==> src/rtl/pb_debounce.sv <==
// Push-button debouncer: 2-flop synchronizer, debounce counter and 4-state FSM.
// Define PB_LONG_PRESS_EN to build the hold counter that drives long_press.
//
// state        | meaning
// IDLE         | debounced level released, raw agrees
// PRESS_WAIT   | raw pressed, counting stable cycles before accepting press
// HELD         | debounced level pressed, raw agrees
// RELEASE_WAIT | raw released, counting stable cycles before accepting release
module pb_debounce #(
    parameter int DB_CYC     = 50000,
    parameter int LONG_CYC   = 50000000,
    parameter bit ACTIVE_LOW = 1'b1
) (
    input  logic clk,
    input  logic rst,
    input  logic PB,
    output logic pb_lvl,
    output logic pressed,
    output logic released,
    output logic long_press
);

    localparam int CW = $clog2(DB_CYC);
    localparam logic [CW-1:0] CNT_LAST = CW'(DB_CYC - 1);

    typedef enum logic [1:0] {
        IDLE,
        PRESS_WAIT,
        HELD,
        RELEASE_WAIT
    } state_t;

    state_t        state, state_nxt;
    logic          sync1, sync2, raw;
    logic [CW-1:0] cnt, cnt_nxt;
    logic          lvl_nxt, pressed_nxt, released_nxt;

    if (LONG_CYC <= DB_CYC) begin : g_bad_long_cyc
        $error("pb_debounce: LONG_CYC must exceed DB_CYC");
    end

    // Reset loads the idle pin level so raw reads "not pressed" straight away.
    always_ff @(posedge clk) begin
        if (rst) begin
            sync1 <= ACTIVE_LOW;
            sync2 <= ACTIVE_LOW;
        end else begin
            sync1 <= PB;
            sync2 <= sync1;
        end
    end

    assign raw = sync2 ^ ACTIVE_LOW;

    always_comb begin
        state_nxt    = state;
        cnt_nxt      = '0;
        lvl_nxt      = pb_lvl;
        pressed_nxt  = 1'b0;
        released_nxt = 1'b0;
        if (raw != pb_lvl) begin
            cnt_nxt = (cnt == CNT_LAST) ? cnt : cnt + CW'(1);
        end
        case (state)
            IDLE: begin
                if (raw) state_nxt = PRESS_WAIT;
            end
            PRESS_WAIT: begin
                if (!raw) begin
                    state_nxt = IDLE;
                end else if (cnt == CNT_LAST) begin
                    state_nxt   = HELD;
                    lvl_nxt     = 1'b1;
                    pressed_nxt = 1'b1;
                    cnt_nxt     = '0;
                end
            end
            HELD: begin
                if (!raw) state_nxt = RELEASE_WAIT;
            end
            RELEASE_WAIT: begin
                if (raw) begin
                    state_nxt = HELD;
                end else if (cnt == CNT_LAST) begin
                    state_nxt    = IDLE;
                    lvl_nxt      = 1'b0;
                    released_nxt = 1'b1;
                    cnt_nxt      = '0;
                end
            end
            default: state_nxt = IDLE;
        endcase
    end

    always_ff @(posedge clk) begin
        if (rst) begin
            state    <= IDLE;
            cnt      <= '0;
            pb_lvl   <= 1'b0;
            pressed  <= 1'b0;
            released <= 1'b0;
        end else begin
            state    <= state_nxt;
            cnt      <= cnt_nxt;
            pb_lvl   <= lvl_nxt;
            pressed  <= pressed_nxt;
            released <= released_nxt;
        end
    end

`ifdef PB_LONG_PRESS_EN
    localparam int HW = $clog2(LONG_CYC + 1);
    localparam logic [HW-1:0] HOLD_MAX = HW'(LONG_CYC);

    logic [HW-1:0] hold;

    // Counts only while pb_lvl is high, so an accepted release freezes it short of HOLD_MAX.
    always_ff @(posedge clk) begin
        if (rst) begin
            hold       <= '0;
            long_press <= 1'b0;
        end else begin
            long_press <= 1'b0;
            if (pressed_nxt) begin
                hold <= '0;
            end else if (pb_lvl && hold != HOLD_MAX) begin
                hold       <= hold + HW'(1);
                long_press <= (hold == HOLD_MAX - HW'(1));
            end
        end
    end
`else
    assign long_press = 1'b0;
`endif

endmodule

==> config.mk <==
export PLATFORM = sky130hd
export DESIGN_NAME = pb_debounce
export DESIGN_NICKNAME = d
export VERILOG_FILES = /design/src/rtl/pb_debounce.sv
export SDC_FILE = /design/constraint.sdc
export NUM_CORES = 1
export LEC_CHECK = 0
export BUFFER_PORTS_ARGS = -buffer_cell sky130_fd_sc_hd__buf_2
export CAP_MARGIN = 10
export CELL_PAD_IN_SITES_DETAIL_PLACEMENT = 0
export CELL_PAD_IN_SITES_GLOBAL_PLACEMENT = 1
export CORE_AREA = 2 2 52 54
export DETAILED_ROUTE_END_ITERATION = 10
export DIE_AREA = 0 0 54 56
export GPL_TIMING_DRIVEN = 1
export PLACE_DENSITY = 0.83
export SLEW_MARGIN = 20
export SYNTH_ARGS = -nofsm -noshare
export SYNTH_HDL_FRONTEND = slang
export SYNTH_SLANG_ARGS = --single-unit
==> constraint.sdc <==
create_clock -name clk -period 4.2 [get_ports clk]
set_input_delay 1.26 -clock clk [delete_from_list [all_inputs] [get_ports clk]]
set_output_delay 1.26 -clock clk [all_outputs]
set_load 0.01 [all_outputs]
# [After elaboration in Yosys (flattened, before gate mapping)]
# Index checks and enable logic that the tools add are counted.
[op_classes] n_eq_ne=13 mul=0 bitwise=3 n_mux=19 add_sub_neg=1 magnitude_cmp=0 div_mod_pow=0 shift=0 n_reduce_logical=6
[ops] operator="$mux 16" count=5
[ops] operator="$pmux 16 s2" count=1
[ops] operator="$add 16x1->16 const B" count=1
[ops] operator="$eq 16x16->1 const B" count=1
[ops] operator="$mux 2" count=6
[ops] operator="$ne 2x2->1 const B" count=6
[ops] operator="$pmux 2 s4" count=1
[ops] operator="$ne 3x3->1 const B" count=2
[ops] operator="$reduce_or 3->1" count=2
[ops] operator="$mux 1" count=5
[ops] operator="$reduce_and 5->1" count=1
[ops] operator="$eq 2x2->1 const B" count=2
[ops] operator="$reduce_and 4->1" count=1
[ops] operator="$not 1->1" count=3
[ops] operator="$eq 2x1->1 const B" count=1
[ops] operator="$logic_not 2->1" count=1
[ops] operator="$pmux 1 s2" count=1
[ops] operator="$reduce_bool 2->1" count=1
[ops] operator="$ne 1x1->1" count=1
[totals] register_bits=23 mem_bits_rw=0 input_bits=3 latch_bits=0 n_memories=0 romBits=0

# [Depth between registers and ports, before layout]
[logic_depth] word_depth=6 mapped_depth=7 depth_no_buf=5

# [Least setup slack after synthesis]
# OpenSTA, ideal clock, no wires.
[synth_path] path_type="reg2reg" start="reg cnt[5]" end="reg cnt[0]" required_ps=4081 path_slack_ps=2073 stages_incl_launch_ff=7 period_less_slack_ps=2127 arrival_time_ps=2007 n_path_buf=2 cell_sequence="dfxtp_1 -> or4b_1 -> or4_1 -> buf_6 -> o2111ai_4 -> buf_6 -> a21oi_1"
[synth_between] elab_chain_len=6 word_cells_on_any_way=7 cone_classes="eq/ne (1); mux (6)"
[synth_rtl] element="start, declared" line="35" source="logic [CW-1:0] cnt, cnt_nxt;"
[synth_rtl] element="start signal, assigned" line="104" source="cnt <= cnt_nxt;"
[synth_rtl] element="$eq 16x16->1 (*)" line="62, 71, 84"
[synth_rtl] element="$mux 16" line="62" source="cnt_nxt = (cnt == CNT_LAST) ? cnt : cnt + CW'(1);"
[synth_rtl] element="$mux 16" line="61" source="if (raw != pb_lvl) begin"
[synth_rtl] element="$mux 16" line="71, 84"
[synth_rtl] element="$mux 16, on equally long branches" line="82, 69"
[synth_rtl] element="$pmux 16 s2 (*)" line="64" source="case (state)"
# Mark *: on every way between the ends. The rest lies on a longest branch, timed or not.
# A chain may end at the register's enable or synchronous reset.

# [Worst setup path after layout]
[layout_path] start="reg cnt[5]" end="reg cnt[13]"
[layout_between] elab_chain_len=6 word_cells_on_any_way=8 cone_classes="add/sub (1); eq/ne (1); mux (6)"
[layout_rtl] element="$add 16x1->16 or $eq 16x16->1 (tied branches)" line="62, 71, 84"
[layout_rtl] element="$mux 16" line="62"
[layout_rtl] element="$mux 16" line="61"
[layout_rtl] element="$mux 16" line="71, 84"
[layout_rtl] element="$mux 16, on equally long branches" line="82, 69"
[layout_rtl] element="$pmux 16 s2 (*)" line="64"
# Marked as above.

==> results.py <==
metrics = {
    "place": {
        "port_buffers": 5,
        "gp_congestion": 0.7525,
        "dp_hpwl_um": 1247,
        "dp_cells": 145,
    },
    "critical_path": {
        "crit_chain": "or4b_1, or4_1, o2111ai_4, a22oi_1",
        "crit_arrival_ps": 2640,
        "required_ps": 4370,
        "path_buf_inv": 0,
        "path_delay_family": "simple AND/OR/NAND/NOR gates",
        "critPathMaxFanout": 16,
        "start_kind": "register",
        "slowest_delay_ps": 730,
        "end_kind": "register",
        "cp_slowest_cell": "or4_1",
        "critPathKind": "register to register",
    },
    "synth": {
        "synth-seq-cells": 23,
        "synth_most_common_cell": "dfxtp_1",
        "dominantRegCellSynth": "dfxtp_1",
        "yosys.cell_types.count": 30,
        "synth_area_leaders": "dfxtp_1 (44%), xnor2_1 (8.3%), a21oi_1 (5.2%), nor4_1 (3.0%), nand2_1 (2.5%)",
        "syn_inst": 114,
        "netlist.area_leader.share": 0.4365,
        "synth_common_cells": "dfxtp_1 (23), a21oi_1 (11), xnor2_1 (10)",
        "synthesis.area_sq_um": 1055,
        "synth_seq_area_share": 0.4365,
        "async_flop_share": 0,
        "avgSynthCellArea_sq_um": 9.252,
        "synth_nets": 118,
        "synth_edf_count": 0,
        "synth_top_cell_by_area": "dfxtp_1",
        "yosysWarnings": 0,
    },
    "power_and_ir_drop": {
        "ir_worst_vdd_uv": 163.3,
        "pwr_density_cell_nw_per_um2": 307.0,
        "power_leakage_nw": 0.3338,
    },
    "sta": {
        "tightest_slew_ps": 913.4,
        "setup-tns-final_ps": 0,
        "finalCritPeriodShare": 0.5861,
        "maxSlewViolCount": 0,
        "post-route-min-period_ps": 2462,
        "setup_viol": 0,
        "hold_violations": 0,
        "fmax_mhz": 406.2,
        "skew_ps": 13.46,
        "rsz0062_at_grt": "no",
        "slew_headroom": 0.3855,
    },
    "global_routing": {
        "grt_pass1_vias": 769,
        "track_usage": 0.1454,
        "overflow": 0,
        "grt_max_degree": 17,
        "grt_pass1_wl_um": 3291,
        "grt_antenna_before_repair": 0,
    },
    "finish": {
        "final_cells": 149,
        "diodes": 0,
        "fin_nets": 124,
        "area_delta_synth_final_pct": 5.100,
        "drive_gt1_frac": 0.1008,
        "fillCellCount": 239,
    },
    "clocking": {
        "cts-root-buf": "clkbuf_4",
        "cts_tree": "yes",
        "cts.sinks": 23,
        "htreeDepth": 1,
        "cts_resized": 0,
        "clk_latency_ps": 320,
        "numCtsBuffers": 3,
        "clk_pin_slew_ps": 130,
        "cts_max_path_buffers": 2,
        "cts_hold_buffers": 0,
        "post-cts-setup-buffers": 0,
    },
    "routing": {
        "first_pass_iters": 4,
        "routedWlPerCell_um": 12.31,
        "wl_met1_um": 940,
        "viasPerCell": 5.523,
        "met3_length_um": 64,
        "dr_total_vias": 823,
        "antenna_left": 0,
        "top_layer": "met4",
        "met2_wirelength_um": 782,
        "drt-initial-drc-count": 15,
        "drc": 0,
        "wirelength_um": 1834,
    },
    "die": {
        "coreArea_sq_um": 2432,
        "start_util": 0.4336,
        "rows": 18,
        "die_w_um": 54,
        "die_height_um": 56,
        "io_pins": 7,
        "dieArea_sq_um": 3024,
    },
    "status": {
        "outcome": "finished, final reports clean",
    },
    "flow_run": {
        "maxCapViolCount": 0,
    },
    "min_path": {
        "hold_class": "register to register",
    },
}
[per-stage QoR]
stage | util | instance area, sq um | power, mW | hold slack [ps] | worst slack, ps
floorplan | - | 1055 | 0.2398 | 389.5 | 2073
global placement | 0.4450 | 1082 | 0.2423 | 391.5 | 1788
detailed placement | 0.4450 | 1082 | 0.2428 | 393.4 | 1748
CTS | 0.4558 | 1109 | 0.3440 | 424.3 | 1742
global route | 0.4558 | 1109 | 0.3561 | 470.9 | 1594
finish | 0.4558 | 1109 | 0.3403 | 424.9 | 1738
[worst paths after layout]
path | from | endpoint | slack (ps) | cells after the start
min | sync1 | sync2 | 420 | 1
max reg2reg | cnt[5] | cnt[13] | 1740 | 4
max | cnt[5] | cnt[13] | 1740 | 4
min reg2reg | sync1 | sync2 | 420 | 1
[registers in the layout (all words and copies together) (netlist names), named ones only]
signal    cells
pb_lvl        1
sync2         1
released      1
pressed       1
sync1         1
state         1
cnt          16
[power by group]
part	switching (mW)	internal, mW
Sequential	0.00341	0.221
Clock	0.0654	0.0371
Combinational	0.00817	0.00517
[cells in the final DEF, fill, tap and decap left out]
cell / instances
dfxtp_1: 23
and3_1: 1
or4bb_1: 2
buf_2: 5
or3_1: 4
conb_1: 1
mux2i_1: 2
clkbuf_4: 3
or2_2: 2
a211oi_1: 1
nand3_1: 4
o2111ai_4: 1
nor3_1: 4
ha_1: 1
xor2_1: 1
nor4_1: 5
or4_1: 2
a31oi_1: 2
nand2_1: 7
o21ai_0: 3
xnor2_1: 10
clkbuf_1: 1
a221oi_1: 1
o21ai_4: 1
nor2_1: 7
nand4_1: 4
a22oi_1: 3
a21oi_1: 11
inv_1: 6
or4b_1: 1
[cells by family (layout without fill, tap and decap cells)]
kind of cell	Yosys count	in the layout	share of synthesized area
AOI/OAI and AO/OA	23	23	0.1554
xor gates and xnor gates	11	11	0.09134
adders and majority gates	1	1	0.01186
buffers and inverters	10	15	0.05456
DFF	23	23	0.4365
muxes	2	2	0.01898
other	1	1	0.003555
and+or+nand+nor	43	43	0.2278
[layer usage]
layer  track usage  vias up
li1              -      426
met1        0.2020      374
met2        0.1986       16
met3       0.04032        7
met4       0.07857        0
met5             0        -
[cell type report]
cell class | instances | area [sq um] | share of cell area
Inverter | 6 | 22.52 | 0.02032
Clock buffer | 4 | 26.28 | 0.02370
Sequential cell | 23 | 460.4 | 0.4154
Tap cell | 30 | 37.54 | 0.03386
Timing Repair Buffer | 5 | 25.02 | 0.02257
Multi-Input combinational cell | 81 | 536.8 | 0.4842
(Power assumes the default switching activity.)
